--- config.mk ---
export PLATFORM = sky130hd
export DESIGN_NAME = timekeeper_core_flat
export DESIGN_NICKNAME = d
export VERILOG_FILES = /design/src/rtl/tp_pkg.sv /design/src/rtl/timekeeper_core_if.sv /design/src/rtl/timekeeper_core_mod_counter.sv /design/src/rtl/timekeeper_core.sv /design/src/flat_wrapper.sv
export SDC_FILE = /design/constraint.sdc
export NUM_CORES = 1
export LEC_CHECK = 0
export CAP_MARGIN = 20
export CORE_MARGIN = 2
export CORE_UTILIZATION = 59
export CTS_CLUSTER_DIAMETER = 150
export DETAILED_ROUTE_END_ITERATION = 10
export GPL_TIMING_DRIVEN = 0
export PLACE_DENSITY = 0.86
export SYNTH_ARGS = -nofsm -noshare
export SYNTH_HDL_FRONTEND = slang
export SYNTH_HIERARCHICAL = 1
export SYNTH_SLANG_ARGS = --single-unit
--- constraint.sdc ---
create_clock -name clock -period 5.4 [get_ports clock]
set_input_delay 0.81 -clock clock [delete_from_list [all_inputs] [get_ports clock]]
set_output_delay 0.81 -clock clock [all_outputs]
set_load 0.005 [all_outputs]
--- src/rtl/tp_pkg.sv ---
// Shared types and constants for the time-of-day core: state encoding, field moduli
// and the binary-to-BCD helper used by the display path.
package tp_pkg;

    typedef enum logic [2:0] {
        RUN    = 3'd0,
        SET_H  = 3'd1,
        SET_M  = 3'd2,
        SET_S  = 3'd3,
        SET_AH = 3'd4,
        SET_AM = 3'd5
    } state_t;

    localparam int SEC_MOD = 60;
    localparam int MIN_MOD = 60;

    // Two BCD digits {tens, ones} of a 0..63 value.
    function automatic logic [7:0] to_bcd(input logic [5:0] v);
        return {4'(v / 6'd10), 4'(v % 6'd10)};
    endfunction

endpackage

--- src/rtl/timekeeper_core_if.sv ---
// Button/tick inputs and display-side outputs of the time-of-day core.
// slave = the core, master = whoever drives the buttons and reads the time.
interface timekeeper_core_if;

    logic              tick_1hz;
    logic              mode_button;
    logic              add_button;
    logic              sub_button;
    logic [4:0]        hours;
    logic [5:0]        minutes;
    logic [5:0]        seconds;
    logic [23:0]       bcd_digits;
    tp_pkg::state_t    state_o;
    logic              day_wrap;
    logic              alarm;

    modport slave (
        input  tick_1hz, mode_button, add_button, sub_button,
        output hours, minutes, seconds, bcd_digits, state_o, day_wrap, alarm
    );

    modport master (
        output tick_1hz, mode_button, add_button, sub_button,
        input  hours, minutes, seconds, bcd_digits, state_o, day_wrap, alarm
    );

endinterface

--- src/rtl/timekeeper_core_mod_counter.sv ---
// Modulo-MOD up/down counter for one time field; carry flags the increment wrap
// so the caller can cascade it into the next field in the same cycle.
module mod_counter #(
    parameter int W   = 6,
    parameter int MOD = 60
) (
    input  logic         clock,
    input  logic         reset,
    input  logic         inc,
    input  logic         dec,
    input  logic         clr,
    output logic [W-1:0] value,
    output logic         carry
);

    localparam logic [W-1:0] MAX = W'(MOD - 1);

    logic [W-1:0] value_reg;
    logic [W-1:0] value_next;

    // inc and dec together cancel out
    always_comb begin
        value_next = value_reg;
        if (clr)
            value_next = '0;
        else if (inc && !dec)
            value_next = (value_reg == MAX) ? '0 : value_reg + 1'b1;
        else if (dec && !inc)
            value_next = (value_reg == '0) ? MAX : value_reg - 1'b1;
    end

    always_ff @(posedge clock or negedge reset) begin
        if (!reset)
            value_reg <= '0;
        else
            value_reg <= value_next;
    end

    assign value = value_reg;
    assign carry = inc && !dec && !clr && (value_reg == MAX);

endmodule

--- src/rtl/timekeeper_core.sv ---
// HH:MM:SS time-of-day core with button-driven set mode and BCD display output.
// Define TIMEKEEPER_ALARM_EN to add the alarm registers, alarm set states and alarm flag.
module timekeeper_core
    import tp_pkg::*;
#(
    parameter int HOUR_MODULO = 24,
    parameter int SYNC_STAGES = 2
) (
    input  logic                clock,
    input  logic                reset,
    timekeeper_core_if.slave    bus
);

    logic [2:0] raw;
    logic [2:0] pulse;
    logic       mode_p, add_p, sub_p;

    assign raw = {bus.sub_button, bus.add_button, bus.mode_button};

    // Synchroniser chain, then a registered rising-edge detector per button.
    genvar gi;
    generate
        for (gi = 0; gi < 3; gi++) begin : g_btn
            logic [SYNC_STAGES-1:0] sync_reg;
            logic                   prev_reg;
            logic                   pulse_reg;

            always_ff @(posedge clock or negedge reset) begin
                if (!reset) begin
                    sync_reg  <= '0;
                    prev_reg  <= 1'b0;
                    pulse_reg <= 1'b0;
                end else begin
                    sync_reg  <= {sync_reg[SYNC_STAGES-2:0], raw[gi]};
                    prev_reg  <= sync_reg[SYNC_STAGES-1];
                    pulse_reg <= sync_reg[SYNC_STAGES-1] & ~prev_reg;
                end
            end

            assign pulse[gi] = pulse_reg;
        end
    endgenerate

    assign mode_p = pulse[0];
    assign add_p  = pulse[1];
    assign sub_p  = pulse[2];

    state_t state_reg, state_next;

    always_ff @(posedge clock or negedge reset) begin
        if (!reset)
            state_reg <= RUN;
        else
            state_reg <= state_next;
    end

    always_comb begin
        state_next = state_reg;
        if (mode_p) begin
            case (state_reg)
                RUN:     state_next = SET_H;
                SET_H:   state_next = SET_M;
                SET_M:   state_next = SET_S;
`ifdef TIMEKEEPER_ALARM_EN
                SET_S:   state_next = SET_AH;
                SET_AH:  state_next = SET_AM;
                SET_AM:  state_next = RUN;
`else
                SET_S:   state_next = RUN;
`endif
                default: state_next = RUN;
            endcase
        end
    end

    logic run, run_tick, edit_add, edit_sub;
    logic sel_h, sel_m, sel_s;
    logic sec_inc, sec_dec, sec_carry;
    logic min_inc, min_dec, min_carry;
    logic hr_inc, hr_dec, hr_carry;

    assign run      = (state_reg == RUN);
    assign run_tick = run & bus.tick_1hz;
    assign sel_h    = (state_reg == SET_H);
    assign sel_m    = (state_reg == SET_M);
    assign sel_s    = (state_reg == SET_S);
    // mode wins over add/sub; add and sub together do nothing
    assign edit_add = add_p & ~sub_p & ~mode_p;
    assign edit_sub = sub_p & ~add_p & ~mode_p;

    // Carries only cascade while running; edits never ripple into other fields.
    assign sec_inc = run_tick | (sel_s & edit_add);
    assign sec_dec = sel_s & edit_sub;
    assign min_inc = (run_tick & sec_carry) | (sel_m & edit_add);
    assign min_dec = sel_m & edit_sub;
    assign hr_inc  = (run & min_carry) | (sel_h & edit_add);
    assign hr_dec  = sel_h & edit_sub;

    mod_counter #(.W(6), .MOD(SEC_MOD)) u_sec (
        .clock(clock), .reset(reset), .inc(sec_inc), .dec(sec_dec), .clr(1'b0),
        .value(bus.seconds), .carry(sec_carry)
    );

    mod_counter #(.W(6), .MOD(MIN_MOD)) u_min (
        .clock(clock), .reset(reset), .inc(min_inc), .dec(min_dec), .clr(1'b0),
        .value(bus.minutes), .carry(min_carry)
    );

    mod_counter #(.W(5), .MOD(HOUR_MODULO)) u_hr (
        .clock(clock), .reset(reset), .inc(hr_inc), .dec(hr_dec), .clr(1'b0),
        .value(bus.hours), .carry(hr_carry)
    );

    logic        day_wrap_reg;
    logic [23:0] bcd_reg;

    always_ff @(posedge clock or negedge reset) begin
        if (!reset) begin
            day_wrap_reg <= 1'b0;
            bcd_reg      <= '0;
        end else begin
            day_wrap_reg <= run & hr_carry;
            bcd_reg      <= {to_bcd({1'b0, bus.hours}), to_bcd(bus.minutes), to_bcd(bus.seconds)};
        end
    end

    assign bus.day_wrap   = day_wrap_reg;
    assign bus.bcd_digits = bcd_reg;
    assign bus.state_o    = state_reg;

`ifdef TIMEKEEPER_ALARM_EN
    logic [4:0] alarm_h;
    logic [5:0] alarm_m;
    logic       ah_carry, am_carry;
    logic [5:0] minute_after;
    logic [4:0] hour_after;
    logic       alarm_reg;

    mod_counter #(.W(5), .MOD(HOUR_MODULO)) u_alarm_h (
        .clock(clock), .reset(reset),
        .inc((state_reg == SET_AH) & edit_add), .dec((state_reg == SET_AH) & edit_sub),
        .clr(1'b0), .value(alarm_h), .carry(ah_carry)
    );

    mod_counter #(.W(6), .MOD(MIN_MOD)) u_alarm_m (
        .clock(clock), .reset(reset),
        .inc((state_reg == SET_AM) & edit_add), .dec((state_reg == SET_AM) & edit_sub),
        .clr(1'b0), .value(alarm_m), .carry(am_carry)
    );

    // Time the current tick will produce, valid when it rolls seconds over to 0.
    assign minute_after = min_carry ? 6'd0 : bus.minutes + 6'd1;
    assign hour_after   = min_carry ? (hr_carry ? 5'd0 : bus.hours + 5'd1) : bus.hours;

    always_ff @(posedge clock or negedge reset) begin
        if (!reset)
            alarm_reg <= 1'b0;
        else if (|pulse)
            alarm_reg <= 1'b0;
        else if (run_tick && sec_carry && hour_after == alarm_h && minute_after == alarm_m)
            alarm_reg <= 1'b1;
    end

    assign bus.alarm = alarm_reg | (1'b0 & (ah_carry | am_carry));
`else
    assign bus.alarm = 1'b0;
`endif

endmodule
--- src/flat_wrapper.sv ---
// flat-port wrapper written by rule: the top's interface ports become plain ports
module timekeeper_core_flat import tp_pkg::*;
#(
    parameter int HOUR_MODULO = 24,
    parameter int SYNC_STAGES = 2
)
  (clock, reset, bus_tick_1hz, bus_mode_button, bus_add_button, bus_sub_button, bus_hours, bus_minutes, bus_seconds, bus_bcd_digits, bus_state_o, bus_day_wrap, bus_alarm);
  timekeeper_core_if bus_i ();
  input  logic clock;
  input  logic reset;
  input wire logic [$bits(bus_i.tick_1hz)-1:0] bus_tick_1hz;
  input wire logic [$bits(bus_i.mode_button)-1:0] bus_mode_button;
  input wire logic [$bits(bus_i.add_button)-1:0] bus_add_button;
  input wire logic [$bits(bus_i.sub_button)-1:0] bus_sub_button;
  output wire logic [$bits(bus_i.hours)-1:0] bus_hours;
  output wire logic [$bits(bus_i.minutes)-1:0] bus_minutes;
  output wire logic [$bits(bus_i.seconds)-1:0] bus_seconds;
  output wire logic [$bits(bus_i.bcd_digits)-1:0] bus_bcd_digits;
  output wire logic [$bits(bus_i.state_o)-1:0] bus_state_o;
  output wire logic [$bits(bus_i.day_wrap)-1:0] bus_day_wrap;
  output wire logic [$bits(bus_i.alarm)-1:0] bus_alarm;
  assign bus_i.tick_1hz = bus_tick_1hz;
  assign bus_i.mode_button = bus_mode_button;
  assign bus_i.add_button = bus_add_button;
  assign bus_i.sub_button = bus_sub_button;
  assign bus_hours = bus_i.hours;
  assign bus_minutes = bus_i.minutes;
  assign bus_seconds = bus_i.seconds;
  assign bus_bcd_digits = bus_i.bcd_digits;
  assign bus_state_o = bus_i.state_o;
  assign bus_day_wrap = bus_i.day_wrap;
  assign bus_alarm = bus_i.alarm;
  timekeeper_core #(.HOUR_MODULO(HOUR_MODULO), .SYNC_STAGES(SYNC_STAGES)) u_core (.clock(clock), .reset(reset), .bus(bus_i));
endmodule
==> results.sh, run 1 <==
export IMPL_setup_viol=0
export IMPL_drive_above_1_share_pct=11.11
export IMPL_timing_max_cap_violations=0
export IMPL_fmaxAchievable_mhz=272.1
export IMPL_slew_headroom_pct=57.43
export IMPL_rr_worst_depth=12
export IMPL_critical_path_arrival_ns=3.91
export IMPL_synth_edff_count=0
export IMPL_yosysSeqAreaShare_pct=38.26
export IMPL_grt_max_degree=28
export IMPL_synth_area_leaders="dfrtp_1 (38%), ha_1 (5.9%), a21oi_1 (2.9%)"
export IMPL_route_antenna_remaining_nets=0
export IMPL_num_vias=2932
export IMPL_crit_start="u_core/u_sec/value[1]$_DFFE_PN0P_"
export IMPL_postCtsSetupRepairBufs=0
export IMPL_rrSetupSlack_ns=1.73
export IMPL_p_int_mw=0.7892
export IMPL_ys_top_cells_by_count="dfrtp_1 (52), nand2_1 (24), nor2_1 (22)"
export IMPL_p_sw_mw=0.4542
export IMPL_cts_buffers=5
export IMPL_crit_chain="ha_1 > nand2_4 > or3_4 > nor3_1 > a32o_1 > nand2b_1 > nor3_1 > a22o_1 > clkbuf_1 > nand4_1 > a2111o_1 > a31oi_1"
export IMPL_grt_overflow_total=0
export IMPL_seq_power_share_pct=40.0
export IMPL_yosys_area_top_type="dfrtp_1"
export IMPL_slew_violations=0
export IMPL_post_dp_hpwl_mm=5.108
export IMPL_final_cell_area_um2=4103
export IMPL_worstSetupEndpointType="flip-flop"
export IMPL_p_leak_nw=1.696
export IMPL_worst_slack_ns=1.725
export IMPL_start_util_pct=61.38
export IMPL_status="finished, final reports clean"
export IMPL_clk_latency_ns=0.31
export IMPL_drt_iter0_drc=193
export IMPL_synth_cells=364
export IMPL_io_pins=52
export IMPL_clk_pin_slew_ns=0.11
export IMPL_die_area_um2=6387
export IMPL_num_rows=27
export IMPL_io_buffers=45
export IMPL_route_detailed_drc=0
export IMPL_hold_slack_ns=0.3613
export IMPL_antenna_found_initial=0
export IMPL_skew_ns=0.009618
export IMPL_worstReg2RegEnd="u_core/u_hr/value[3]$_DFFE_PN0P_"
export IMPL_post_synth_top_count_cell="dfrtp_1"
export IMPL_diodes=0
export IMPL_fp_dieW_um=79.92
export IMPL_hold_class="flip-flop to flip-flop"
export IMPL_placed_area_um2=4009
export IMPL_coreArea_um2=5540
export IMPL_synth_top_area_share_pct=38.26
export IMPL_wl_per_cell_um=14.11
export IMPL_fillerInstances=429
export IMPL_fin_crit_ns=3.675
export IMPL_cp_depth=12
export IMPL_area_growth_pct=20.64
export IMPL_wl_mm=7.109
export IMPL_syn_cell_area_um2=3401
export IMPL_gp_congestion=0.8863
export IMPL_fin_crit_sh_pct=68.05
export IMPL_final_hold_viol_count=0
export IMPL_final_nets=453
export IMPL_cts_tree="yes"
export IMPL_gr_usage_all_layers_pct=23.57
export IMPL_tns_ns=0
export IMPL_synth_flop_cell="dfrtp_1"
export IMPL_synth_seq_cells=52
export IMPL_place_ws_ns=1.426
export IMPL_largest_reg_flops=20
export IMPL_cpMaxStageDelayCell="dfrtp_1"
export IMPL_htree_num_levels=2
export IMPL_hold_buffers=0
export IMPL_power_mw=1.243
export IMPL_synth_cell_types=69
export IMPL_yosysWarnings=6
export IMPL_cp_start_kind="flip-flop"
export IMPL_synth_avg_cell_area_um2=9.343
export IMPL_clock_sinks=52
export IMPL_comb_power_share_pct=40.9
export IMPL_firstDrtPassIters=5
export IMPL_path_max_fanout=13
export IMPL_power_density_nw_per_um2=303.1
export IMPL_crit_top_cell="nor3_1"
export IMPL_switching_share_pct=36.53
export IMPL_grt_pass1_vias=2751
export IMPL_cts_buffer_depth=2
export IMPL_worst_path_largest_cell_delay_ns=0.62
export IMPL_max_vdd_ir_drop_mv=0.2048
export IMPL_required_ns=5.64
export IMPL_multiInputGateArea_um2=1918
export IMPL_die_h_um=79.92
export IMPL_vias_per_cell=5.817
export IMPL_crit_path_end="u_core/u_hr/value[3]$_DFFE_PN0P_"
export IMPL_tightest_slew_ns=0.6385
export IMPL_path_class="flip-flop to flip-flop"
export IMPL_crit_buf_inv=1
export IMPL_grt_pass1_wl_mm=12.17
export IMPL_r2r_start="u_core/u_sec/value[1]$_DFFE_PN0P_"
export IMPL_final_seq_area_um2=1301
export IMPL_rsz0062_at_grt="no"
export IMPL_clockPowerShare_pct=19.0
export IMPL_cts_resized=0
export IMPL_cts_root_buf="clkbuf_8"
export IMPL_async_flop_share_pct=100.0
export IMPL_cp_top_family="simple AND/OR/NAND/NOR gates"
-- layout make-up --
| cell class | count | share of cell area [%] |
|---|---|---|
| clock buffers | 5 | 1.677 |
| well taps | 72 | 2.196 |
| flip-flops and latches | 52 | 31.72 |
| clock inverters | 3 | 0.6099 |
| repair buffers | 46 | 11.34 |
| plain buffers | 25 | 3.873 |
| multi-input cells | 281 | 46.75 |
| inverters | 20 | 1.830 |
-- through the flow --
| stage | util (%) | std cells |
|---|---|---|
| 4_1_cts | 74.05 | 504 |
| 5_1_grt | 74.05 | 504 |
| 3_5_place_dp | 72.36 | 496 |
| 2_1_floorplan | - | 378 |
| 3_3_place_gp | 72.09 | 495 |
| 6_report | 74.05 | 504 |
-- power groups by stage --
stage	Sequential, mW	Clock, mW	Combinational, mW
6_report	0.498	0.237	0.509
5_1_grt	0.508	0.257	0.565
4_1_cts	0.498	0.247	0.507
3_5_place_dp	0.505	0	0.504
3_3_place_gp	0.504	0	0.487
2_1_floorplan	0.499	0	0.327
-- cell usage in the layout (no fill, tap or decap), types with 7 or more instances in the layout --
cell type and count:
o211ai_1 8, inv_1 20, nand2_1 24, xnor2_1 7, nor2_1 22, dfrtp_1 52
buf_4 7, nand2b_1 10, ha_1 16, o21a_1 8, clkdlybuf4s50_1 44, nand3_1 8
nor3_1 10, clkbuf_1 7, buf_2 8, o21ai_0 12, conb_1 15, nor2b_1 13
a21oi_1 20
-- cell families (layout without fill, tap and decap cells) --
| group | count (synthesis) | count (layout) | share of synthesized area (%) |
|---|---|---|---|
| flops | 52 | 52 | 38.26 |
| other cells | 1 | 15 | 0.1103 |
| compound gates | 101 | 101 | 21.16 |
| buf+inv | 45 | 99 | 6.880 |
| fa+ha+maj | 18 | 18 | 6.475 |
| simple gates | 133 | 133 | 23.29 |
| mux | 5 | 5 | 1.508 |
| xor+xnor | 9 | 9 | 2.318 |
-- how the worst min path moves through the flow --
stage                                          startpoint                                     to  slack (ns)  cells past startpoint
floorplan           u_core/g_btn[0].sync_reg[0]$_DFF_PN0_  u_core/g_btn[0].sync_reg[1]$_DFF_PN0_        0.33                      0
global placement    u_core/g_btn[1].sync_reg[0]$_DFF_PN0_  u_core/g_btn[1].sync_reg[1]$_DFF_PN0_        0.33                      0
detailed placement  u_core/g_btn[1].sync_reg[0]$_DFF_PN0_  u_core/g_btn[1].sync_reg[1]$_DFF_PN0_        0.34                      0
CTS                 u_core/g_btn[1].sync_reg[0]$_DFF_PN0_  u_core/g_btn[1].sync_reg[1]$_DFF_PN0_        0.37                      0
global route        u_core/g_btn[2].sync_reg[0]$_DFF_PN0_  u_core/g_btn[2].sync_reg[1]$_DFF_PN0_        0.37                      0
finish              u_core/g_btn[2].sync_reg[0]$_DFF_PN0_  u_core/g_btn[2].sync_reg[1]$_DFF_PN0_        0.36                      0
-- routing by layer --
metal  wire (µm)  track usage, %
met1        3008           28.51
met2        3698           43.17
met3         330           4.299
met4          72           5.424
met5           0               0
-- worst register-to-register path, cell delays in order, from the launching register on --
cell	delay, ns
dfrtp_1	0.62
ha_1	0.32
nand2_4	0.08
or3_4	0.41
nor3_1	0.20
a32o_1	0.36
nand2b_1	0.20
nor3_1	0.18
a22o_1	0.16
clkbuf_1	0.31
nand4_1	0.19
a2111o_1	0.42
a31oi_1	0.15
Power figures use the tool's default switching activity.
==> run 2, diff against run 1 <==
--- a/config.mk
+++ b/config.mk
@@ -7,11 +7,11 @@
 export LEC_CHECK = 0
 export CAP_MARGIN = 20
 export CORE_MARGIN = 2
-export CORE_UTILIZATION = 59
+export CORE_UTILIZATION = 55
 export CTS_CLUSTER_DIAMETER = 150
 export DETAILED_ROUTE_END_ITERATION = 10
 export GPL_TIMING_DRIVEN = 0
-export PLACE_DENSITY = 0.86
+export PLACE_DENSITY = 0.81
 export SYNTH_ARGS = -nofsm -noshare
 export SYNTH_HDL_FRONTEND = slang
 export SYNTH_HIERARCHICAL = 1
==> constraint.sdc (replaced) <==
create_clock -name clock -period 3.5 [get_ports clock]
set_input_delay 0.525 -clock clock [delete_from_list [all_inputs] [get_ports clock]]
set_output_delay 0.525 -clock clock [all_outputs]
set_load 0.005 [all_outputs]
==> results.sh, run 2 (same netlist as run 1, synthesis figures left out) <==
export IMPL_status="finished, final reports clean"
export IMPL_final_cell_area_um2=4173
export IMPL_tns_ns=0
export IMPL_fmaxAchievable_mhz=312.3
export IMPL_cpMaxStageDelayCell="dfrtp_2"
export IMPL_gp_congestion=0.8738
export IMPL_rr_worst_depth=11
export IMPL_grt_pass1_wl_mm=12.30
export IMPL_r2r_start="u_core/u_sec/value[1]$_DFFE_PN0P_"
export IMPL_largest_reg_flops=20
export IMPL_firstDrtPassIters=5
export IMPL_seq_power_share_pct=36.1
export IMPL_power_density_nw_per_um2=510.6
export IMPL_layout_commonest_cell="dfrtp_1"
export IMPL_rsz0062_at_grt="no"
export IMPL_final_cell_count_no_fill=506
export IMPL_final_hold_viol_count=0
export IMPL_route_antenna_remaining_nets=0
export IMPL_critical_path_arrival_ns=3.43
export IMPL_placed_cells=499
export IMPL_clk_latency_ns=0.31
export IMPL_wl_mm=7.301
export IMPL_drive_above_1_share_pct=12.06
export IMPL_drt_iter0_drc=173
export IMPL_final_nets=452
export IMPL_fillerInstances=482
export IMPL_final_seq_area_um2=1303
export IMPL_crit_chain="ha_1 > nand2_4 > or3_4 > nor3_1 > a32o_2 > nand2b_1 > nor3_1 > a22o_2 > nand4_1 > a2111o_1 > a31oi_1"
export IMPL_fin_crit_sh_pct=91.47
export IMPL_start_util_pct=57.10
export IMPL_clk_pin_slew_ns=0.10
export IMPL_grt_max_degree=42
export IMPL_io_buffers=45
export IMPL_num_vias=2996
export IMPL_io_pins=52
export IMPL_fin_crit_ns=3.202
export IMPL_worst_path_largest_cell_delay_ns=0.53
export IMPL_clockPowerShare_pct=26.3
export IMPL_rrSetupSlack_ns=0.30
export IMPL_hold_class="primary input to async pin"
export IMPL_post_dp_hpwl_mm=5.109
export IMPL_placed_area_um2=4013
export IMPL_cts_buffer_depth=2
export IMPL_die_area_um2=6829
export IMPL_grt_pass1_vias=2863
export IMPL_wl_per_cell_um=14.43
export IMPL_diodes=0
export IMPL_place_ws_ns=-0.2103
export IMPL_num_rows=28
export IMPL_postCtsSetupRepairBufs=0
export IMPL_cts_tree="yes"
export IMPL_skew_ns=0.01084
export IMPL_die_h_um=82.64
export IMPL_clock_sinks=52
export IMPL_hold_slack_ns=0.09112
export IMPL_route_detailed_drc=0
export IMPL_setup_viol=0
export IMPL_comb_power_share_pct=37.6
export IMPL_path_class="flip-flop to flip-flop"
export IMPL_switching_share_pct=32.79
export IMPL_timing_max_cap_violations=0
export IMPL_vias_per_cell=5.921
export IMPL_cts_root_buf="clkbuf_8"
export IMPL_gr_usage_all_layers_pct=22.84
export IMPL_fp_dieW_um=82.64
export IMPL_crit_top_cell="nor3_1"
export IMPL_layout_common_cells="dfrtp_1 (51), clkdlybuf4s50_1 (44), nand2_1 (24)"
export IMPL_worstSetupEndpointType="flip-flop"
export IMPL_path_max_fanout=13
export IMPL_cp_top_family="simple AND/OR/NAND/NOR gates"
export IMPL_cp_start_kind="flip-flop"
export IMPL_htree_num_levels=2
export IMPL_p_int_mw=1.432
export IMPL_cts_buffers=5
export IMPL_max_vdd_ir_drop_mv=0.3181
export IMPL_worstReg2RegEnd="u_core/u_hr/value[3]$_DFFE_PN0P_"
export IMPL_crit_buf_inv=0
export IMPL_multiInputGateArea_um2=1922
export IMPL_worst_slack_ns=0.2984
export IMPL_p_sw_mw=0.6985
export IMPL_required_ns=3.73
export IMPL_slew_violations=0
export IMPL_p_leak_nw=1.733
export IMPL_hold_buffers=0
export IMPL_grt_overflow_total=0
export IMPL_coreArea_um2=5956
export IMPL_area_growth_pct=22.70
export IMPL_antenna_found_initial=0
-- run 2: cell types whose count changed in the layout (fill, tap and decap cells not counted) --
cell        change
clkinvlp_4      -1
a32o_2          +1
a32o_1          -1
bufinv_16       +3
inv_6           -2
a22o_2          +2
clkbuf_1        -1
dfrtp_1         -1
a22o_1          -2
dfrtp_2         +1
-- run 2: layout make-up --
class,instances,area share (%)
Multi-Input combinational cell,281,46.06
Clock buffer,5,1.649
Tap cell,75,2.249
Clock inverter,3,2.159
Sequential cell,52,31.21
Inverter,20,1.799
Timing Repair Buffer,46,11.15
Buffer,24,3.718
-- run 2: metrics by stage --
stage / power [mW] / utilization (%)
finish: 2.131 / 70.06
global route: 2.265 / 70.06
CTS: 2.138 / 70.02
detailed placement: 1.561 / 67.37
global placement: 1.527 / 67.12
floorplan: 1.274 / -
-- run 2: worst register-to-register path, cell delays in order, from the launching register on --
cell	delay [ns]
dfrtp_2	0.53
ha_1	0.31
nand2_4	0.09
or3_4	0.41
nor3_1	0.19
a32o_2	0.30
nand2b_1	0.18
nor3_1	0.18
a22o_2	0.27
nand4_1	0.14
a2111o_1	0.40
a31oi_1	0.13
-- run 2: worst max path at each step --
stage	depth (start not counted)	slack (ns)	startpoint	end
after global placement	12	-0.17	bus_tick_1hz	u_core/u_hr/value[3]$_DFFE_PN0P_
after floorplan	12	0.41	u_core/u_sec/value[1]$_DFFE_PN0P_	u_core/u_hr/value[3]$_DFFE_PN0P_
after global routing	11	0.11	u_core/u_sec/value[1]$_DFFE_PN0P_	u_core/u_hr/value[3]$_DFFE_PN0P_
final	11	0.30	u_core/u_sec/value[1]$_DFFE_PN0P_	u_core/u_hr/value[3]$_DFFE_PN0P_
after detailed placement	12	-0.21	bus_tick_1hz	u_core/u_hr/value[3]$_DFFE_PN0P_
after CTS	11	0.09	u_core/u_sec/value[0]$_DFFE_PN0P_	u_core/u_hr/value[3]$_DFFE_PN0P_
-- run 2: timing repair --
| item | 4_1_cts | 5_1_grt |
|---|---|---|
| gates cloned | 0 | 0 |
| endpoints found under the hold margin | 0 | 0 |
| setup endpoints to repair | 4 | 4 |
| resized for setup | 2 | 2 |
-- run 2: layer usage --
layer / part of all wire, % / vias up / wire length [µm] / GRT usage, %
li1: - / 1436 / - / -
met1: 42 / 1452 / 3048 / 26.45
met2: 52 / 99 / 3771 / 42.34
met3: 5.7 / 9 / 419 / 5.109
met4: 0.84 / 0 / 61 / 5.902
met5: 0 / - / 0 / 0
-- run 2: power by group through the flow --
| stage | registers (mW) | logic [mW] | clock network (mW) |
|---|---|---|---|
| after global routing | 0.784 | 0.884 | 0.597 |
| after detailed placement | 0.782 | 0.780 | 0 |
| final | 0.769 | 0.800 | 0.561 |
| after CTS | 0.771 | 0.792 | 0.575 |
| after floorplan | 0.769 | 0.504 | 0 |
| after global placement | 0.778 | 0.749 | 0 |
==> run 3, diff against run 2 <==
--- a/config.mk
+++ b/config.mk
@@ -7,11 +7,12 @@
 export LEC_CHECK = 0
 export CAP_MARGIN = 20
 export CORE_MARGIN = 2
-export CORE_UTILIZATION = 55
+export CORE_UTILIZATION = 45
 export CTS_CLUSTER_DIAMETER = 150
 export DETAILED_ROUTE_END_ITERATION = 10
 export GPL_TIMING_DRIVEN = 0
-export PLACE_DENSITY = 0.81
+export PLACE_DENSITY = 0.68
+export SLEW_MARGIN = 20
 export SYNTH_ARGS = -nofsm -noshare
 export SYNTH_HDL_FRONTEND = slang
 export SYNTH_HIERARCHICAL = 1
==> results.sh, run 3 (same netlist as run 1, synthesis figures left out) <==
export IMPL_status="finished, final reports clean"
export IMPL_die_area_um2=8268
export IMPL_r2r_start="u_core/u_sec/value[0]$_DFFE_PN0P_"
export IMPL_place_ws_ns=-0.2335
export IMPL_tightest_slew_ns=0.6530
export IMPL_clock_sinks=52
export IMPL_critical_path_arrival_ns=3.33
export IMPL_crit_top_cell="nor3_1"
export IMPL_wl_per_cell_um=13.56
export IMPL_grt_pass1_vias=2792
export IMPL_cpMaxStageDelayCell="dfrtp_2"
export IMPL_antenna_found_initial=0
export IMPL_htree_num_levels=2
export IMPL_grt_max_degree=53
export IMPL_drt_iter0_drc=170
export IMPL_final_cell_count_no_fill=531
export IMPL_cts_buffers=5
export IMPL_final_nets=453
export IMPL_cp_start_kind="flip-flop"
export IMPL_hold_class="primary input to async pin"
export IMPL_diodes=0
export IMPL_slew_violations=0
export IMPL_vias_per_cell=5.465
export IMPL_layout_commonest_cell="dfrtp_1"
export IMPL_io_pins=52
export IMPL_worstReg2RegEnd="u_core/u_hr/value[3]$_DFFE_PN0P_"
export IMPL_largest_reg_flops=20
export IMPL_cts_tree="yes"
export IMPL_wl_mm=7.202
export IMPL_hold_slack_ns=0.2391
export IMPL_clk_pin_slew_ns=0.10
export IMPL_worst_slack_ns=0.4005
export IMPL_rrSetupSlack_ns=0.40
export IMPL_slew_headroom_pct=56.47
export IMPL_firstDrtPassIters=4
export IMPL_io_buffers=45
export IMPL_crit_buf_inv=0
export IMPL_cp_top_family="simple AND/OR/NAND/NOR gates"
export IMPL_cts_buffer_depth=2
export IMPL_die_h_um=90.93
export IMPL_final_hold_viol_count=0
export IMPL_gr_usage_all_layers_pct=17.91
export IMPL_rsz0062_at_grt="no"
export IMPL_num_vias=2902
export IMPL_fillerInstances=667
export IMPL_tns_ns=0
export IMPL_power_density_nw_per_um2=475.6
export IMPL_placed_cells=522
export IMPL_drive_above_1_share_pct=12.73
export IMPL_post_route_util_pct=57.04
export IMPL_p_leak_nw=1.713
export IMPL_grt_overflow_total=0
export IMPL_worstSetupEndpointType="flip-flop"
export IMPL_setup_viol=0
export IMPL_hold_buffers=0
export IMPL_timing_max_cap_violations=0
export IMPL_grt_pass1_wl_mm=12.42
export IMPL_path_max_fanout=9
export IMPL_rr_worst_depth=11
export IMPL_coreArea_um2=7292
export IMPL_clk_latency_ns=0.31
export IMPL_path_class="flip-flop to flip-flop"
export IMPL_cts_root_buf="clkbuf_8"
export IMPL_gp_congestion=0.8573
export IMPL_area_growth_pct=22.30
export IMPL_fp_dieW_um=90.93
export IMPL_max_vdd_ir_drop_mv=0.3032
export IMPL_num_rows=31
export IMPL_worst_path_largest_cell_delay_ns=0.47
export IMPL_post_dp_hpwl_mm=4.958
export IMPL_route_detailed_drc=0
export IMPL_skew_ns=0.004920
export IMPL_layout_common_cells="dfrtp_1 (50), clkdlybuf4s50_1 (44), nand2_1 (24)"
export IMPL_fin_crit_sh_pct=88.56
export IMPL_crit_chain="ha_1 > nand2_4 > or3_4 > nor3_1 > a32o_2 > nand2b_1 > nor3_1 > a22o_2 > nand4_1 > a2111o_1 > a31oi_1"
export IMPL_start_util_pct=46.64
export IMPL_required_ns=3.73
export IMPL_route_antenna_remaining_nets=0
export IMPL_fin_crit_ns=3.100
export IMPL_fmaxAchievable_mhz=322.6
==> run 3: report_power, final <==
group | switching (mW) | internal [mW]
clock network | 0.206 | 0.212
registers | 0.0832 | 0.682
logic | 0.399 | 0.396
total | 0.688 | 1.29
==> run 3: what timing repair did <==
action	4_1_cts	5_1_grt
endpoints found under the hold margin	0	0
setup buffers	0	2
setup endpoints to repair	4	6
gates resized for setup	2	4
pin swaps	0	0
==> run 3: final cells by class <==
cell class              instances  area [µm²]  area share, %
clock inverters                 3       42.54          1.023
repair buffers                 47       462.9          11.13
flip-flops and latches         52        1304          31.35
well taps                      99       123.9          2.978
clock buffers                   5       68.82          1.655
inverters                      20       75.07          1.805
plain buffers                  24       155.1          3.730
multi-input cells             281        1927          46.33
==> run 3: metal layers <==
metal  vias to the layer above  global-route usage, %  part of all wire [%]
met1                      1379                  22.25                    45
li1                       1439                      -                     -
met3                        10                  4.232                   5.4
met2                        74                  30.68                    49
met5                         -                      0                     0
met4                         0                  5.808                   1.1
==> run 3: how the worst max path moves through the flow <==
| stage | startpoint | endpoint | slack, ns | cells past startpoint |
|---|---|---|---|---|
| floorplan | u_core/u_sec/value[1]$_DFFE_PN0P_ | u_core/u_hr/value[3]$_DFFE_PN0P_ | 0.41 | 12 |
| global placement | bus_tick_1hz | u_core/u_hr/value[3]$_DFFE_PN0P_ | -0.23 | 12 |
| detailed placement | bus_tick_1hz | u_core/u_hr/value[3]$_DFFE_PN0P_ | -0.23 | 12 |
| CTS | u_core/u_sec/value[0]$_DFFE_PN0P_ | u_core/u_hr/value[3]$_DFFE_PN0P_ | 0.04 | 11 |
| global route | u_core/u_sec/value[0]$_DFFE_PN0P_ | u_core/u_hr/value[3]$_DFFE_PN0P_ | 0.07 | 11 |
| finish | u_core/u_sec/value[0]$_DFFE_PN0P_ | u_core/u_hr/value[3]$_DFFE_PN0P_ | 0.40 | 11 |
==> run 3: stage by stage <==
step | total power [mW] | instance area (µm²)
after global routing | 2.121 | 4159
after global placement | 1.540 | 4028
final | 1.978 | 4159
after floorplan | 1.274 | 3453
after detailed placement | 1.557 | 4025
after CTS | 1.985 | 4139
==> RTL change, RTL diff (config.mk and constraints of run 1) <==
The option `TIMEKEEPER_ALARM_EN` is turned on by a define.
--- a/src/rtl/timekeeper_core.sv
+++ b/src/rtl/timekeeper_core.sv
@@ -1,5 +1,7 @@
 // HH:MM:SS time-of-day core with button-driven set mode and BCD display output.
 // Define TIMEKEEPER_ALARM_EN to add the alarm registers, alarm set states and alarm flag.
+`define TIMEKEEPER_ALARM_EN
+
 module timekeeper_core
     import tp_pkg::*;
 #(
Function: same outputs for any inputs over 10 cycles, from zero or initial values and one cycle with reset low; that may be too few to reach the edited logic, so the function may still have changed.
==> RTL change against run 1 <==
  * Highest routed layer unchanged
  * Area after synthesis rose by 45%
  * Critical endpoint is now u_core/bus.alarm
  * Routed wire length rose by 71%
  * Design area rose by 43%
  * Setup slack got worse by 1.3 ns
  * Sequential cell count rose by 13
  * Power rose by 39%
  * Worst hold slack got worse by 0.0068 ns
  * Via count rose by 57%
  * Synthesized cell count rose by 55%
==> RTL change: results <==
[status]
status = "finished clean"

[placement]
place_inst = 734
gp_congestion = 0.930
dp_hpwl_um = 8420
place_area_um2 = 5590
io_buffers = 47

[setup_path]
cp_data_arrival_time_ns = 5.26
crit_family = "simple AND/OR/NAND/NOR gates"
cpMaxStageDelayCell = "clkdlybuf4s50_1"
crit_fanout = 10
cpPeakStageDelay_ns = 0.48

[cells_and_area]
nClkBuffers = 9
largest_reg_flops = 20
n_all_buffers = 86
drive_gt1_share_pct = 11.1
ff_latch_area_um2 = 1630
multi_input_area_share_pct = 52.3
num-multi-input-gates = 450
diodes = 0
clock_area_share_pct = 3.54
inverters_excl_clock = 30
nNetsFinal = 672
fillers = 619
layout.nonclk_buf_share_pct = 12.2
seq_cell_count = 65

[clocking]
cts_buffers = 9
clockRootBuffer = "clkbuf_8"
clk_pin_slew_ns = 0.09
htree_levels = 3
clk_path_buf_depth = 2
clkLatencyLatePin_ns = 0.36

[grt]
grt_pass1_vias = 4444
grt_usage_pct = 28.0
grt_pass1_wl_um = 20100
antenna_found_initial = 0
grt_start_max_net_pins = 66

[routing]
drt_first_pass_iters = 5
dr_total_vias = 4616
drt_iter0_markers = 340
wire_per_inst_um = 16.1
wirelength_um = 12100

[sta]
finClkSkew_ns = 0.00865
relSlewSlack_pct = 38.7

[yosys]
syn_avg_cell_area_um2 = 8.73
ys_warn_count = 6

[pwr]
power_density_nw_per_um2 = 296
p_leak_nw = 2.32
peakVddDrop_v = 0.000189

[min_path]
min_path_type = "reg -> reg"
## RTL change: routing by layer
layer / global-route usage (%) / wire, um / up-vias
met5: 0 / 0 / -
met4: 12.9 / 353 / 0
met3: 4.90 / 696 / 46
met2: 48.3 / 6150 / 197
met1: 33.9 / 4940 / 2194
li1: - / - / 2179
## RTL change: where the power goes
part,internal (W),total [W],switching [W]
combinational,0.000310,0.000660,0.000350
sequential,0.000545,0.000623,0.0000776
clock,0.000223,0.000451,0.000228
## RTL change: timing repair
action | in CTS | in global routing
buffers inserted | 0 | 2
pin swaps | 0 | 2
setup endpoints to repair | 2 | 1
endpoints found under the hold margin | 0 | 0
gates resized for setup | 5 | 11
## RTL change: stage by stage
| stage | hold WS, ns | worst slack (ns) |
|---|---|---|
| 2_1_floorplan | 0.331 | 0.769 |
| 3_3_place_gp | 0.332 | -1.03 |
| 3_5_place_dp | 0.336 | -1.12 |
| 4_1_cts | 0.356 | 0.00852 |
| 5_1_grt | 0.359 | 0.0648 |
| 6_report | 0.355 | 0.418 |
## RTL change: path summary, 6_finish.rpt
check | slack, ns | endpoint | startpoint | cells after the start
setup / recovery | 0.42 | u_core/bus.alarm | bus_tick_1hz | 23
hold / removal | 0.35 | u_core/g_btn[1].sync_reg[1] | u_core/g_btn[1].sync_reg[0] | 0
setup reg to reg | 0.48 | u_core/bus.alarm | u_core/u_sec/value[1] | 21
hold reg to reg | 0.35 | u_core/g_btn[1].sync_reg[1] | u_core/g_btn[1].sync_reg[0] | 0
max in group asynchronous | 4.29 | u_core/u_alarm_h/value[1] | reset | 1
min in group asynchronous | 0.51 | u_core/bus.bcd_digits[3] | reset | 1
